==> config.mk <==
export PLATFORM = sky130hd
export DESIGN_NAME = oam_dma
export DESIGN_NICKNAME = d
export VERILOG_FILES = /design/src/rtl/oam_dma.sv
export SDC_FILE = /design/constraint.sdc
export NUM_CORES = 1
export LEC_CHECK = 0
export CORE_MARGIN = 2
export CORE_UTILIZATION = 42
export DETAILED_ROUTE_END_ITERATION = 10
export PLACE_DENSITY = 0.79
export SYNTH_ARGS = -nofsm -noshare
export SYNTH_HDL_FRONTEND = slang
export SYNTH_SLANG_ARGS = --single-unit
==> constraint.sdc <==
create_clock -name clk -period 2.35 [get_ports clk]
set_input_delay 0.3525 -clock clk [delete_from_list [all_inputs] [get_ports clk]]
set_output_delay 0.3525 -clock clk [all_outputs]
set_load 0.01 [all_outputs]
==> src/rtl/oam_dma.sv <==
// Sprite OAM DMA controller and CPU bus arbiter: halts the CPU and copies a page to OAMDATA.
// Define OAM_DMA_ALIGN_EN to add the ALIGN state so every READ falls on an even parity cycle.
module oam_dma #(
  parameter logic [15:0] DMA_REG_ADDR = 16'h4014,
  parameter logic [15:0] DST_ADDR     = 16'h2004,
  parameter int          LENGTH       = 256
) (
  input  logic        clk,
  input  logic        n_reset,
  input  logic [15:0] cpu_addr,
  input  logic [7:0]  cpu_dout,
  input  logic        cpu_we,
  output logic        cpu_rdy,
  output logic [15:0] bus_addr,
  output logic [7:0]  bus_dout,
  output logic        bus_we,
  input  logic [7:0]  bus_din,
  output logic        dma_active
);

  localparam logic [7:0] LAST = 8'(LENGTH - 1);

`ifdef OAM_DMA_ALIGN_EN
  typedef enum logic [2:0] {IDLE, HALT, ALIGN, READ, WRITE} state_t;
`else
  typedef enum logic [1:0] {IDLE, HALT, READ, WRITE} state_t;
`endif

  state_t     state;
  state_t     state_nxt;
  logic [7:0] page;
  logic [7:0] count;
  logic [7:0] data;
  logic       trigger;

  assign trigger = cpu_we && (cpu_addr == DMA_REG_ADDR);

`ifdef OAM_DMA_ALIGN_EN
  // Free-running cycle parity; it keeps toggling whether or not a transfer is in flight.
  logic parity;

  always_ff @(posedge clk or negedge n_reset) begin
    if (!n_reset) begin
      parity <= 1'b0;
    end else begin
      parity <= ~parity;
    end
  end
`endif

  always_ff @(posedge clk or negedge n_reset) begin
    if (!n_reset) begin
      state <= IDLE;
      page  <= 8'h00;
      count <= 8'h00;
      data  <= 8'h00;
    end else begin
      state <= state_nxt;
      case (state)
        IDLE: begin
          if (trigger) begin
            page  <= cpu_dout;
            count <= 8'h00;
          end
        end
        READ: begin
          data <= bus_din;
        end
        WRITE: begin
          if (count != LAST) begin
            count <= count + 8'h01;
          end
        end
        default: begin
        end
      endcase
    end
  end

  // Outside IDLE the CPU side is ignored except for the address shown during dummy cycles.
  always_comb begin
    state_nxt = state;
    bus_addr  = cpu_addr;
    bus_dout  = cpu_dout;
    bus_we    = cpu_we;
    case (state)
      IDLE: begin
        if (trigger) begin
          state_nxt = HALT;
        end
      end
      HALT: begin
        bus_dout = data;
        bus_we   = 1'b0;
`ifdef OAM_DMA_ALIGN_EN
        state_nxt = parity ? READ : ALIGN;
`else
        state_nxt = READ;
`endif
      end
`ifdef OAM_DMA_ALIGN_EN
      ALIGN: begin
        bus_dout  = data;
        bus_we    = 1'b0;
        state_nxt = READ;
      end
`endif
      READ: begin
        // The offset replaces the low byte, so the source never carries into the next page.
        bus_addr  = {page, count};
        bus_dout  = data;
        bus_we    = 1'b0;
        state_nxt = WRITE;
      end
      WRITE: begin
        bus_addr  = DST_ADDR;
        bus_dout  = data;
        bus_we    = 1'b1;
        state_nxt = (count == LAST) ? IDLE : READ;
      end
      default: begin
        state_nxt = IDLE;
      end
    endcase
  end

  assign cpu_rdy    = (state == IDLE);
  assign dma_active = ~cpu_rdy;

endmodule
==> impl_metrics.toml <==
[floorplan]
die_w_microns = 63.04
rows = 21
die_h_microns = 63.04
core_sq_um = 3337
start_util_pct = 43.87
ios = 62
die-area_sq_um = 3974

[synthesis]
synth_top_area_share_pct = 44.44
yosysWarnings = 0
yosysMostFrequentCell = "dfrtp_1"
syn_inst = 142
synth-seq-cells = 26
synthTopCellsByArea = "dfrtp_1 (44%), mux2_2 (18%), a22o_1 (6.0%), o21ai_0 (3.1%), inv_1 (2.6%)"
synthesis.nets = 178
ys.flop_type = "dfrtp_1"
synth-simple-area-share_pct = 15.30
synth.area.mux_share_pct = 19.15
yosys-top-cells-count = "dfrtp_1 (26), mux2_2 (24), a22o_1 (10), inv_1 (10)"
synth_top_family_by_area = "multiplexers"
synth_top_cell_by_area = "dfrtp_1"
synth-xor-area-share_pct = 0.5983
yosysUniqueCellTypes = 32
synth-compound-area-share_pct = 15.38
synth_edf_count = 0
syn_area_sq_um = 1464
syn_area_per_cell_sq_um = 10.31
synthArstFlopShare_pct = 100.0
yosysSeqAreaShare_pct = 44.44
synthAdderAreaFrac_pct = 0.8547

[critical_path]
worst_path_max_delay_cell = "clkdlybuf4s50_1"
arrival_ns = 1.89
cp-start-kind = "register"
endpoint_kind = "output pin"
cp_num_cells = 4
critPathLaunch = "state[0]$_DFFE_PN0P_"
cpPeakStageDelay_ns = 0.49
critPathCapture = "bus_dout[3]"
critical_path_class = "register to output pin"
worst_r2r_path_depth = 5
crit_buf_inv = 2
required_ns = 2.00
reg2reg_to = "page[7]$_DFFE_PN0P_"
cp_max_fo = 6
path_cells = "nor2_4 -> buf_4 -> mux2_2 -> clkdlybuf4s50_1"
cp_top_family = "buffers and inverters"
rrSetupSlack_ns = 0.38
r2r_start = "state[1]$_DFFE_PN0P_"

[power_and_ir_drop]
peakVddDrop_v = 0.0004014
p_per_area_nw_per_um2 = 881.4
power.static_leakage_nw = 0.9977

[place]
port_buffers = 61
gp_congestion = 0.9786
dp_hpwl_mm = 3.102

[cells_and_area]
area_growth_pct = 54.96
register_area_sq_um = 651.9
nets = 251
layout-drive-gt1-share_pct = 21.96
fill_cells = 280
diodes = 0
multi_input_area_sq_um = 758.2

[run]
max-cap-violations = 0

[route]
viasPerCell = 5.346
drt_pass1_iterations = 4
wire_per_inst_microns = 15.45
ant_nets = 0
via_count = 1390
drc = 0
drtIter0Drc = 106
wirelength_mm = 4.016

[timing]
tightest_slew_ns = 0.4659
max_clock_freq_mhz = 445.0
period_needed_ns = 2.247
hold_ws_ns = 0.3966
slew_violations = 0
setup_viol = 0
min_period_over_period_pct = 95.63
fin_setup_tns_ns = 0
finalClockSkew_ns = 0.001274
relSlewSlack_pct = 68.73
final_hold_viol_count = 0

[worst_hold_path]
min_path_type = "input port to async pin"

[grt]
grt_max_degree = 27
antenna_found_initial = 0
grt_pass1_wl_mm = 6.962
grt-ovfl-total = 0
grt_pass1_vias = 1534
track_usage_pct = 21.90

[clock_network]
cts_made_buffers = 3
htree_levels = 1
cts.clk_slew.worst_paths_ns = 0.13
ctsHoldBuffers = 0
root_buffer = "clkbuf_4"
clk_latency_ns = 0.31
clock_path_buffers = 2
cts_tree = "built"
cts.sinks = 26

[outcome]
status = "finished clean"
[through the flow]
stage	instance area (sq um)	utilization, %	instances	power [W]	setup WS [ns]
6_report	2268	67.98	260	0.001999	0.1028
5_1_grt	2268	67.98	260	0.002165	-0.0003664
4_1_cts	2212	66.29	256	0.001984	0.004837
3_5_place_dp	2160	64.72	250	0.001728	0.1500
3_3_place_gp	2160	64.72	250	0.001695	0.2230
2_1_floorplan	1464	-	142	0.001237	0.6565
[how the worst min path moves through the flow]
stage / from / end / slack (ns) / cells past startpoint
6_report: n_reset / count[3]$_DFFE_PN0P_ / 0.40 / 2
3_5_place_dp: data[2]$_DFFE_PN0P_ / data[2]$_DFFE_PN0P_ / 0.49 / 1
4_1_cts: n_reset / count[3]$_DFFE_PN0P_ / 0.39 / 2
2_1_floorplan: n_reset / count[0]$_DFFE_PN0P_ / 0.06 / 0
3_3_place_gp: data[0]$_DFFE_PN0P_ / data[0]$_DFFE_PN0P_ / 0.49 / 1
5_1_grt: n_reset / count[3]$_DFFE_PN0P_ / 0.39 / 2
[layer usage]
metal  global-route usage, %  up-vias  wire length (microns)
met3                   5.586        6                    277
li1                        -      662                      -
met5                       0        -                      0
met4                   6.667        0                     40
met2                   37.23       53                   2078
met1                   27.20      669                   1619
[state kept, by name, indices dropped and copies added (netlist names)]
| name | count |
|---|---|
| state | 2 |
| count | 8 |
| page | 8 |
| data | 8 |
[area by class of cell]
type	count	area share, %
multi-input combinational	100	33.43
tap	46	2.537
sequential	26	28.74
inverter	10	1.655
timing repair buffer	74	32.05
clock buffer	4	1.600
[power breakdown]
group          internal [W]  switching, W  total [W]
sequential         0.000586      0.000130   0.000715
clock             0.0000945      0.000126   0.000220
combinational      0.000622      0.000442    0.00106
[cells by family (layout without fill, tap and decap cells)]
kind of cell / count (synthesis) / count (layout)
AND/OR/NAND/NOR: 41 / 41
AO/OA/AOI/OAI: 32 / 32
flip-flops: 26 / 26
XOR/XNOR: 1 / 1
buffers and inverters: 16 / 88
adder cells (fa/ha/maj): 1 / 1
multiplexers: 25 / 25
[timing repair]
item                                    CTS  global route
buffers inserted                          2             3
gates cloned                              0             1
endpoints found under the setup margin    8            10
pin swaps                                 0             0
resized for setup                         1            11
[placed cells by master, fill, tap and decap left out, types with 5 or more instances in the layout]
master,instances
buf_4,12
a22o_1,10
nor2_1,8
nand3_1,5
mux2_2,24
inv_1,10
clkdlybuf4s50_1,55
nand2_1,9
dlymetal6s2s_1,6
o21ai_0,9
dfrtp_1,25
Power figures use the tool's default switching activity.
